===== src/rtl/npc_pkg.sv =====
// npc_pkg: shared operand-select, ALU op and micro-op payload definitions
package npc_pkg;
  localparam int XLEN_D = 64;
  localparam int RW_D = 5;
  function automatic int uop_w(int xlen, int rw);
    return 2 * xlen + 4 + rw + 1;
  endfunction
  localparam int UOP_W = uop_w(XLEN_D, RW_D);
  typedef enum logic [1:0] {ST_EMPTY, ST_BUSY, ST_FULL} skid_state_t;
  localparam logic [1:0] ASEL_RS1 = 2'd0;
  localparam logic [1:0] ASEL_PC = 2'd1;
  localparam logic [1:0] ASEL_ZERO = 2'd2;
  localparam logic [1:0] BSEL_RS2 = 2'd0;
  localparam logic [1:0] BSEL_IMM = 2'd1;
  localparam logic [1:0] BSEL_FOUR = 2'd2;
  localparam logic [3:0] ALU_ADD = 4'd0;
  localparam logic [3:0] ALU_SUB = 4'd1;
  localparam logic [3:0] ALU_MUL = 4'd2;
  localparam logic [3:0] ALU_DIV = 4'd3;
  localparam logic [3:0] ALU_AND = 4'd4;
  localparam logic [3:0] ALU_OR = 4'd5;
  localparam logic [3:0] ALU_XOR = 4'd6;
  localparam logic [3:0] ALU_GE = 4'd7;
  localparam logic [3:0] ALU_LT = 4'd8;
  localparam logic [3:0] ALU_EQ = 4'd9;
  localparam logic [3:0] ALU_NE = 4'd10;
  localparam logic [3:0] ALU_SLL = 4'd11;
  localparam logic [3:0] ALU_SRL = 4'd12;
  localparam logic [3:0] ALU_SRA = 4'd13;
endpackage


===== src/rtl/skid_buf.sv =====
// skid_buf: 2-entry valid/ready buffer with state-decoded in_ready and flush
module skid_buf
  import npc_pkg::*;
#(
  parameter int W = UOP_W
) (
  input  logic         clk,
  input  logic         rst_n,
  input  logic         flush,
  input  logic         in_valid,
  output logic         in_ready,
  input  logic [W-1:0] in_data,
  output logic         out_valid,
  input  logic         out_ready,
  output logic [W-1:0] out_data
);
  skid_state_t state, state_nxt;
  logic [W-1:0] skid;
  logic in_xfer, out_xfer;
  assign in_xfer = in_valid && in_ready && !flush;
  assign out_xfer = out_valid && out_ready;
  always_ff @(posedge clk or negedge rst_n)
    if (!rst_n) state <= ST_EMPTY;
    else state <= state_nxt;
  always_comb
    state_nxt = flush ? ST_EMPTY :
                state == ST_EMPTY ? (in_xfer ? ST_BUSY : ST_EMPTY) :
                state == ST_BUSY ? (in_xfer && !out_xfer ? ST_FULL :
                                    !in_xfer && out_xfer ? ST_EMPTY : ST_BUSY) :
                (out_xfer ? ST_BUSY : ST_FULL);
  always_comb begin
    out_valid = state != ST_EMPTY;
    in_ready = state != ST_FULL;
  end
  // FULL never accepts, so an input transfer lands in main unless main is held
  always_ff @(posedge clk or negedge rst_n)
    if (!rst_n) begin
      out_data <= '0;
      skid <= '0;
    end else begin
      if (in_xfer && (!out_valid || out_xfer)) out_data <= in_data;
      else if (state == ST_FULL && out_xfer) out_data <= skid;
      if (in_xfer && out_valid && !out_xfer) skid <= in_data;
    end
endmodule


===== src/rtl/exu_issue.sv =====
// exu_issue: ID->EX issue stage, operand A/B mux in front of a 2-entry skid buffer
module exu_issue
  import npc_pkg::*;
#(
  parameter int XLEN = 64,
  parameter int RW = 5
) (
  input  logic            clk,
  input  logic            rst_n,
  input  logic            flush,
  input  logic            in_valid,
  output logic            in_ready,
  input  logic [XLEN-1:0] in_rs1,
  input  logic [XLEN-1:0] in_rs2,
  input  logic [XLEN-1:0] in_imm,
  input  logic [XLEN-1:0] in_pc,
  input  logic [1:0]      in_asel,
  input  logic [1:0]      in_bsel,
  input  logic [3:0]      in_op,
  input  logic [RW-1:0]   in_rd,
  input  logic            in_wen,
  output logic            out_valid,
  input  logic            out_ready,
  output logic [XLEN-1:0] out_a,
  output logic [XLEN-1:0] out_b,
  output logic [3:0]      out_op,
  output logic [RW-1:0]   out_rd,
  output logic            out_wen
);
  localparam int PW = uop_w(XLEN, RW);
  logic [XLEN-1:0] a, b;
  logic [PW-1:0] in_uop, out_uop;
  always_comb begin
    a = in_asel == ASEL_RS1 ? in_rs1 : in_asel == ASEL_PC ? in_pc : '0;
    b = in_bsel == BSEL_RS2 ? in_rs2 : in_bsel == BSEL_IMM ? in_imm :
        in_bsel == BSEL_FOUR ? XLEN'(4) : '0;
  end
  assign in_uop = {a, b, in_op, in_rd, in_wen && (in_rd != '0)};
  skid_buf #(.W(PW)) u_skid (
    .clk(clk), .rst_n(rst_n), .flush(flush),
    .in_valid(in_valid), .in_ready(in_ready), .in_data(in_uop),
    .out_valid(out_valid), .out_ready(out_ready), .out_data(out_uop)
  );
  assign {out_a, out_b, out_op, out_rd, out_wen} = out_uop;
endmodule

===== config.mk =====
export PLATFORM = sky130hd
export DESIGN_NAME = exu_issue
export DESIGN_NICKNAME = d
export VERILOG_FILES = /design/src/rtl/npc_pkg.sv /design/src/rtl/skid_buf.sv /design/src/rtl/exu_issue.sv
export SDC_FILE = /design/constraint.sdc
export NUM_CORES = 1
export LEC_CHECK = 0
export CORE_AREA = 2 2 182 184
export DETAILED_ROUTE_END_ITERATION = 16
export DIE_AREA = 0 0 184 186
export MAX_ROUTING_LAYER = met4
export PLACE_DENSITY = 0.88
export SKIP_CTS_REPAIR_TIMING = 1
export SLEW_MARGIN = 20
export SYNTH_ARGS = -nofsm -noshare
export SYNTH_HDL_FRONTEND = slang
export SYNTH_SLANG_ARGS = --single-unit

===== constraint.sdc =====
create_clock -name clk -period 1.72 [get_ports clk]
set_clock_uncertainty 0.05 [all_clocks]
set_input_delay 0.344 -clock clk [delete_from_list [all_inputs] [get_ports clk]]
set_output_delay 0.344 -clock clk [all_outputs]
set_load 0.01 [all_outputs]

# Yosys cells after proc, flatten, opt, wreduce, memory -nomap -nowiden
# Cells that the tools add are included.
word_totals:
  regBits: 278
  inputBits: 275
  output_inout_bits: 140
  wordCells: 44
classes:
  eq_ne: 6
  mux: 14
  reduce_logical: 21
ops:
  columns: ["cell", "count"]
  rows:
  - ["$mux 138", 2]
  - ["$mux 64", 4]
  - ["$logic_and 1x1->1", 10]
  - ["$mux 2", 5]
  - ["$eq 2x1->1 const B", 3]
  - ["$logic_not 2->1", 3]
  - ["$reduce_bool 5->1", 1]
  - ["$eq 2x2->1 const B", 2]
  - ["$logic_not 1->1", 4]
  - ["$reduce_bool 2->1", 2]
  - ["$mux 3", 1]
  - ["$mux 1", 2]
  - ["$ne 2x2->1 const B", 1]
  - ["$logic_or 1x1->1", 1]

# Longest topological paths before layout
depth:
  ltp_word: 10
  mapped_depth: 7
  mapped_depth_nobuf: 6

# By module
# A second synthesis with hierarchy kept.
unflattened:
  cells_unflattened: 1197
  hier_area_um2: 13765.7
modules_own_cells:
  columns: ["module", "n_inst", "cells_each", "area_per_inst_um2", "seq_area_each_um2"]
  rows:
  - ["skid_buf", 1, 910, 11778.8, 6956.7]
  - ["exu_issue", 1, 287, 1986.9, 0.0]

# Worst setup path after synthesis
# Ideal clock, no wire load.
synth_timing:
  kind: "register -> register"
  startpoint: "register u_skid.state[0]"
  endpoint: "register u_skid.state[0]"
  setup_time_ns: 0.126
  arrival_time_ns: 1.793
  slack_ns: -0.249
  path_stages_with_launch: 8
  path_buffers: 1
  period_less_slack_ns: 1.969
  cell_sequence: "dfrtp_1 nand2b_1 nand2_1 inv_2 buf_2 ha_1 a211oi_1 nor3b_1"
synth_via:
  elab_chain_len: 10
  word_cells_on_any_way: 18
synth_lines:
  columns: ["item", "line_no", "text"]
  rows:
  - ["start, declared", "skid_buf.sv:17", "skid_state_t state, state_nxt;"]
  - ["start signal, assigned", "skid_buf.sv:24", "else state <= state_nxt;"]
  - ["$ne 2x2->1 *", "skid_buf.sv:33", "in_ready = state != ST_FULL;"]
  - ["named net in_ready", "exu_issue.sv:12", "output logic in_ready,"]
  - ["$logic_and 1x1->1 * (2 in series)", "skid_buf.sv:20", "assign in_xfer = in_valid && in_ready && !flush;"]
  - ["$logic_not 1->1", "skid_buf.sv:29", "!in_xfer && out_xfer ? ST_EMPTY : ST_BUSY) :"]
  - ["$logic_and 1x1->1", "skid_buf.sv:29", null]
  - ["$mux 1", "skid_buf.sv:29", null]
  - ["$mux 2 (2 in series)", "skid_buf.sv:28", "state == ST_BUSY ? (in_xfer && !out_xfer ? ST_FULL :"]
  - ["$mux 2 *", "skid_buf.sv:27", "state == ST_EMPTY ? (in_xfer ? ST_BUSY : ST_EMPTY) :"]
  - ["$mux 2 *", "skid_buf.sv:26", "state_nxt = flush ? ST_EMPTY :"]
  - ["named net u_skid.state_nxt[0]", "skid_buf.sv:17", null]
# The timed path passes the listed nets; every way through them passes the cells marked *.
# A chain may end at the register's enable or synchronous reset.

# Worst setup path after layout
layout_timing:
  startpoint: "register u_skid.state[0]"
  endpoint: "register u_skid.out_data[132]"
layout_via:
  elab_chain_len: 5
  word_cells_on_any_way: 12
layout_lines:
  columns: ["item", "line_no", "text"]
  rows:
  - ["$ne 2x2->1 / $reduce_bool 2->1 (equally long branches)", "skid_buf.sv:33, skid_buf.sv:32", null]
  - ["$logic_and 1x1->1 (tied with other cells)", "skid_buf.sv:20", null]
  - ["$logic_and 1x1->1 / $logic_or 1x1->1 (equally long branches)", "skid_buf.sv:20, skid_buf.sv:41", null]
  - ["$logic_and 1x1->1", "skid_buf.sv:41", "if (in_xfer && (!out_valid || out_xfer)) out_data <= in_data;"]
  - ["$mux 138 / $reduce_bool 2->1 (equally long branches)", null, null]
  - ["end signal, assigned", "skid_buf.sv:41", null]
  - ["end signal, assigned", "skid_buf.sv:42", "else if (state == ST_FULL && out_xfer) out_data <= skid;"]
  - ["end, declared", "skid_buf.sv:15", "output logic [W-1:0] out_data"]
# Parallel ways exist; a longest one is shown, timed or not.

==> impl_results.md <==
- TritonCTS buffer count: 29
- Mapped Cells: approximately 1300
- Synthesized area: between 10000 and 15000 um2
- Die area: 34200 um2
- Buffers added on ports: 414
- Post-route cell area: 22200 um2
- Critical path class: reg2reg
- Final min period: 1.96 ns
- Fin. max-slew vios: 0
- Peak supply drop: about 0.00084 V
- Power per cell area: between 1000 and 1500 nW/um2
- Primary FF master, synth: dfrtp_1
- RSZ-0062 raised after global routing: yes
- FF+latch area: 6960 um2
- Area grow syn2layout: 61.8%
- Post-synth EDFFs: 0
- Top cells by area, synth: dfrtp_1 (51%), mux2_2 (11%), mux2i_1 (9.4%)
- CP required: 2.15 ns
- Share of post-route cells with drive strength above 1: 24.7%
- Global-route wire length before repair: about 62 mm
- Placed instance area: 18800 um2
- Post-DP HPWL: about 29 mm
- Critical R2R Launch: u_skid.state[0]
- CP max FO: 7
- Ant. Diodes: 0
- Static leakage: 11.2 nW
- Vias in the first global route: 11900
- Vias: 12500
- Area of the multi-input gates: 6390 um2
- Worst-Margin Slew: around 0.42 ns
- CTS tree: done
- Root Driver: clkbuf_16
- Fill cells: 2079
- Synth area leader: dfrtp_1
- DRC viols: 0
- Wire length per cell: 23.1 um
- Clk slew on worst S/H paths: 0.06 ns
- Syn nets: approximately 1500
- I/O Pins: 415
- Compound-Gate Fraction of Synth Area: 12.9%
- Rel. slew slack: 71.1%
- Routed WL: 51.1 mm
- Critical Path AT: 2.39 ns
- Largest net degree at the start of global routing: 65
- Worst setup path startpoint: u_skid.state[0]
- Worst Setup End Kind: flip-flop
- #FFs+latches synth: around 280
- Clock Sink Count: 278
- RePlAce Congestion: 0.849
- Max-cap violations: 0
- Die W: 184 um
- Largest family of logic cells by synthesized area: multiplexers
- Post-synthesis adder-cell area fraction: less than 1%
- Synth Area in XOR/XNOR: 0%
- Starting Density: 42.5%
- DRT Pass-1 Iters: 5
- Htree depth: 1
- Max Root-Sink Buffers: 3
- Ys async rst share: 100%
- Status: finished with violations
- Syn avg cell area: ~11 um2
- Post-synthesis mux area share: between 20% and 30%
- Register area share after synthesis: 50.8%
- Setup-failing EPs final: 276
- Vias per inst: between 5 and 6
- Top-area cell type share of the netlist area: 50.8%
- Clock latency at the later pin of the worst-skew pair: 0.56 ns
- Rows: 66
- Synth Area in Simple Gates: around 9.1%
- Final Cycle Share: 114%
- Setup slack after layout: -0.241 ns
- CORE AREA: about 32000 um2
- Final #Nets: 2056
- Post-route ant nets: 0
- Post-place setup slack: -0.485 ns
- Grt ovf: 0
- Worst Hold Class: in2async
- Max Freq: between 0.5 and 0.6 GHz
- Yosys Warn Count: 0
- Failing checks: negative setup slack
- Die height: 186 um
- Post-synthesis cell type count: 33
- Initial antenna violation count: 0
- Tot GR Track Use: 23.5%
- Critical Path Start Type: flip-flop
- Final Hold Vio Count: 0
- DR iter-0 viols: 801
==> registers in the layout, indices dropped and copies added (netlist names) <==
register and cells:
u_skid.skid 138, u_skid.state 2, u_skid.out_data 138
==> cell families (layout without fill, tap and decap cells) <==
group | count (synthesis) | after routing
AOI/OAI and AO/OA | 224 | 225
adders and majority gates | 1 | 1
buffers and inverters | 183 | 713
DFF | 278 | 278
muxes | 266 | 266
and+or+nand+nor | 319 | 319
==> worst max-delay path, stage by stage (launching register included) <==
cell and delay (ns):
dfrtp_1 0.40, or2_4 0.28, buf_4 0.15, o211ai_4 0.20, buf_12 0.17, buf_6 0.11
clkbuf_16 0.15, buf_4 0.11, buf_4 0.10, o221ai_2 0.07, o21ai_1 0.09
==> routing by layer <==
metal	GRT usage [%]	vias up	part of all wire [%]
met1	26.3	6156	36
met5	-	-	0
met4	8.99	0	4.8
li1	-	5469	-
met2	41.9	733	51
met3	4.34	177	7.8
==> cells in the final DEF (no fill, tap or decap), types with 10 or more instances in the layout <==
master / count
buf_4: 60
o221ai_2: 54
mux2_2: 77
buf_8: 19
nor2_1: 185
dlymetal6s2s_1: 138
nand2_1: 114
clkbuf_16: 60
a31oi_1: 48
dfrtp_1: 278
mux2_4: 60
buf_6: 21
o21ai_0: 16
o21ai_1: 54
clkdlybuf4s50_1: 269
buf_12: 29
o221ai_1: 24
inv_1: 80
mux2i_1: 128
o21ai_2: 10
==> path summary, 6_finish.rpt <==
kind	to	slack (ns)	cells after the start
worst max register to register	u_skid.out_data[132]	-0.24	10
worst min register to register	u_skid.skid[121]	0.45	1
min in group clk	u_skid.out_data[45]	0.36	5
max in group asynchronous	u_skid.out_data[85]	0.73	3
worst max-delay path	u_skid.out_data[132]	-0.24	10
worst min-delay path	u_skid.out_data[24]	0.21	2
==> power by group <==
group / total [mW] / internal [mW] / switching (mW)
logic: 6.87 / 3.84 / 3.04
registers: 9.03 / 8.03 / 0.999
clock network: 6.87 / 4.11 / 2.76
total: 22.8 / 16.0 / 6.80
==> metrics by stage <==
step / TNS, ns / hold slack, ns / util, % / power (mW) / instances
2_1_floorplan: -0.0178 / -0.00159 / - / 11.5 / 1271
3_3_place_gp: -100.82 / 0.199 / 58.5 / 14.6 / 2084
3_5_place_dp: -114.37 / 0.202 / 58.5 / 14.8 / 2084
4_1_cts: -29.39 / -0.393 / 61.6 / 21.7 / 2137
5_1_grt: -43.21 / 0.212 / 68.8 / 23.6 / 2210
6_report: -34.09 / 0.206 / 68.8 / 22.8 / 2210
==> cells in the mapped netlist (2+ instances only) <==
| cell | n |
|---|---|
| nand3b_1 | 3 |
| buf_6 | 10 |
| o21ai_0 | 38 |
| nand2_1 | 119 |
| buf_4 | 9 |
| nand2b_1 | 3 |
| nor2_1 | 186 |
| o221ai_1 | 39 |
| mux2_2 | 128 |
| nor2b_1 | 2 |
| a31oi_1 | 58 |
| mux2_1 | 10 |
| o221ai_2 | 40 |
| o21ai_1 | 42 |
| mux2i_1 | 128 |
| dfrtp_1 | 278 |
| inv_1 | 80 |
| a21oi_1 | 3 |
| buf_2 | 60 |
| clkbuf_1 | 21 |
| buf_1 | 2 |
==> layout make-up <==
class,count,area share (%)
repair buffers,579,31.5
clock buffers,42,3.77
multi-input cells,811,28.8
well taps,408,2.30
inverters,81,1.37
flip-flops and latches,278,31.4
clock inverters,11,0.858
(Power assumes the default switching activity.)
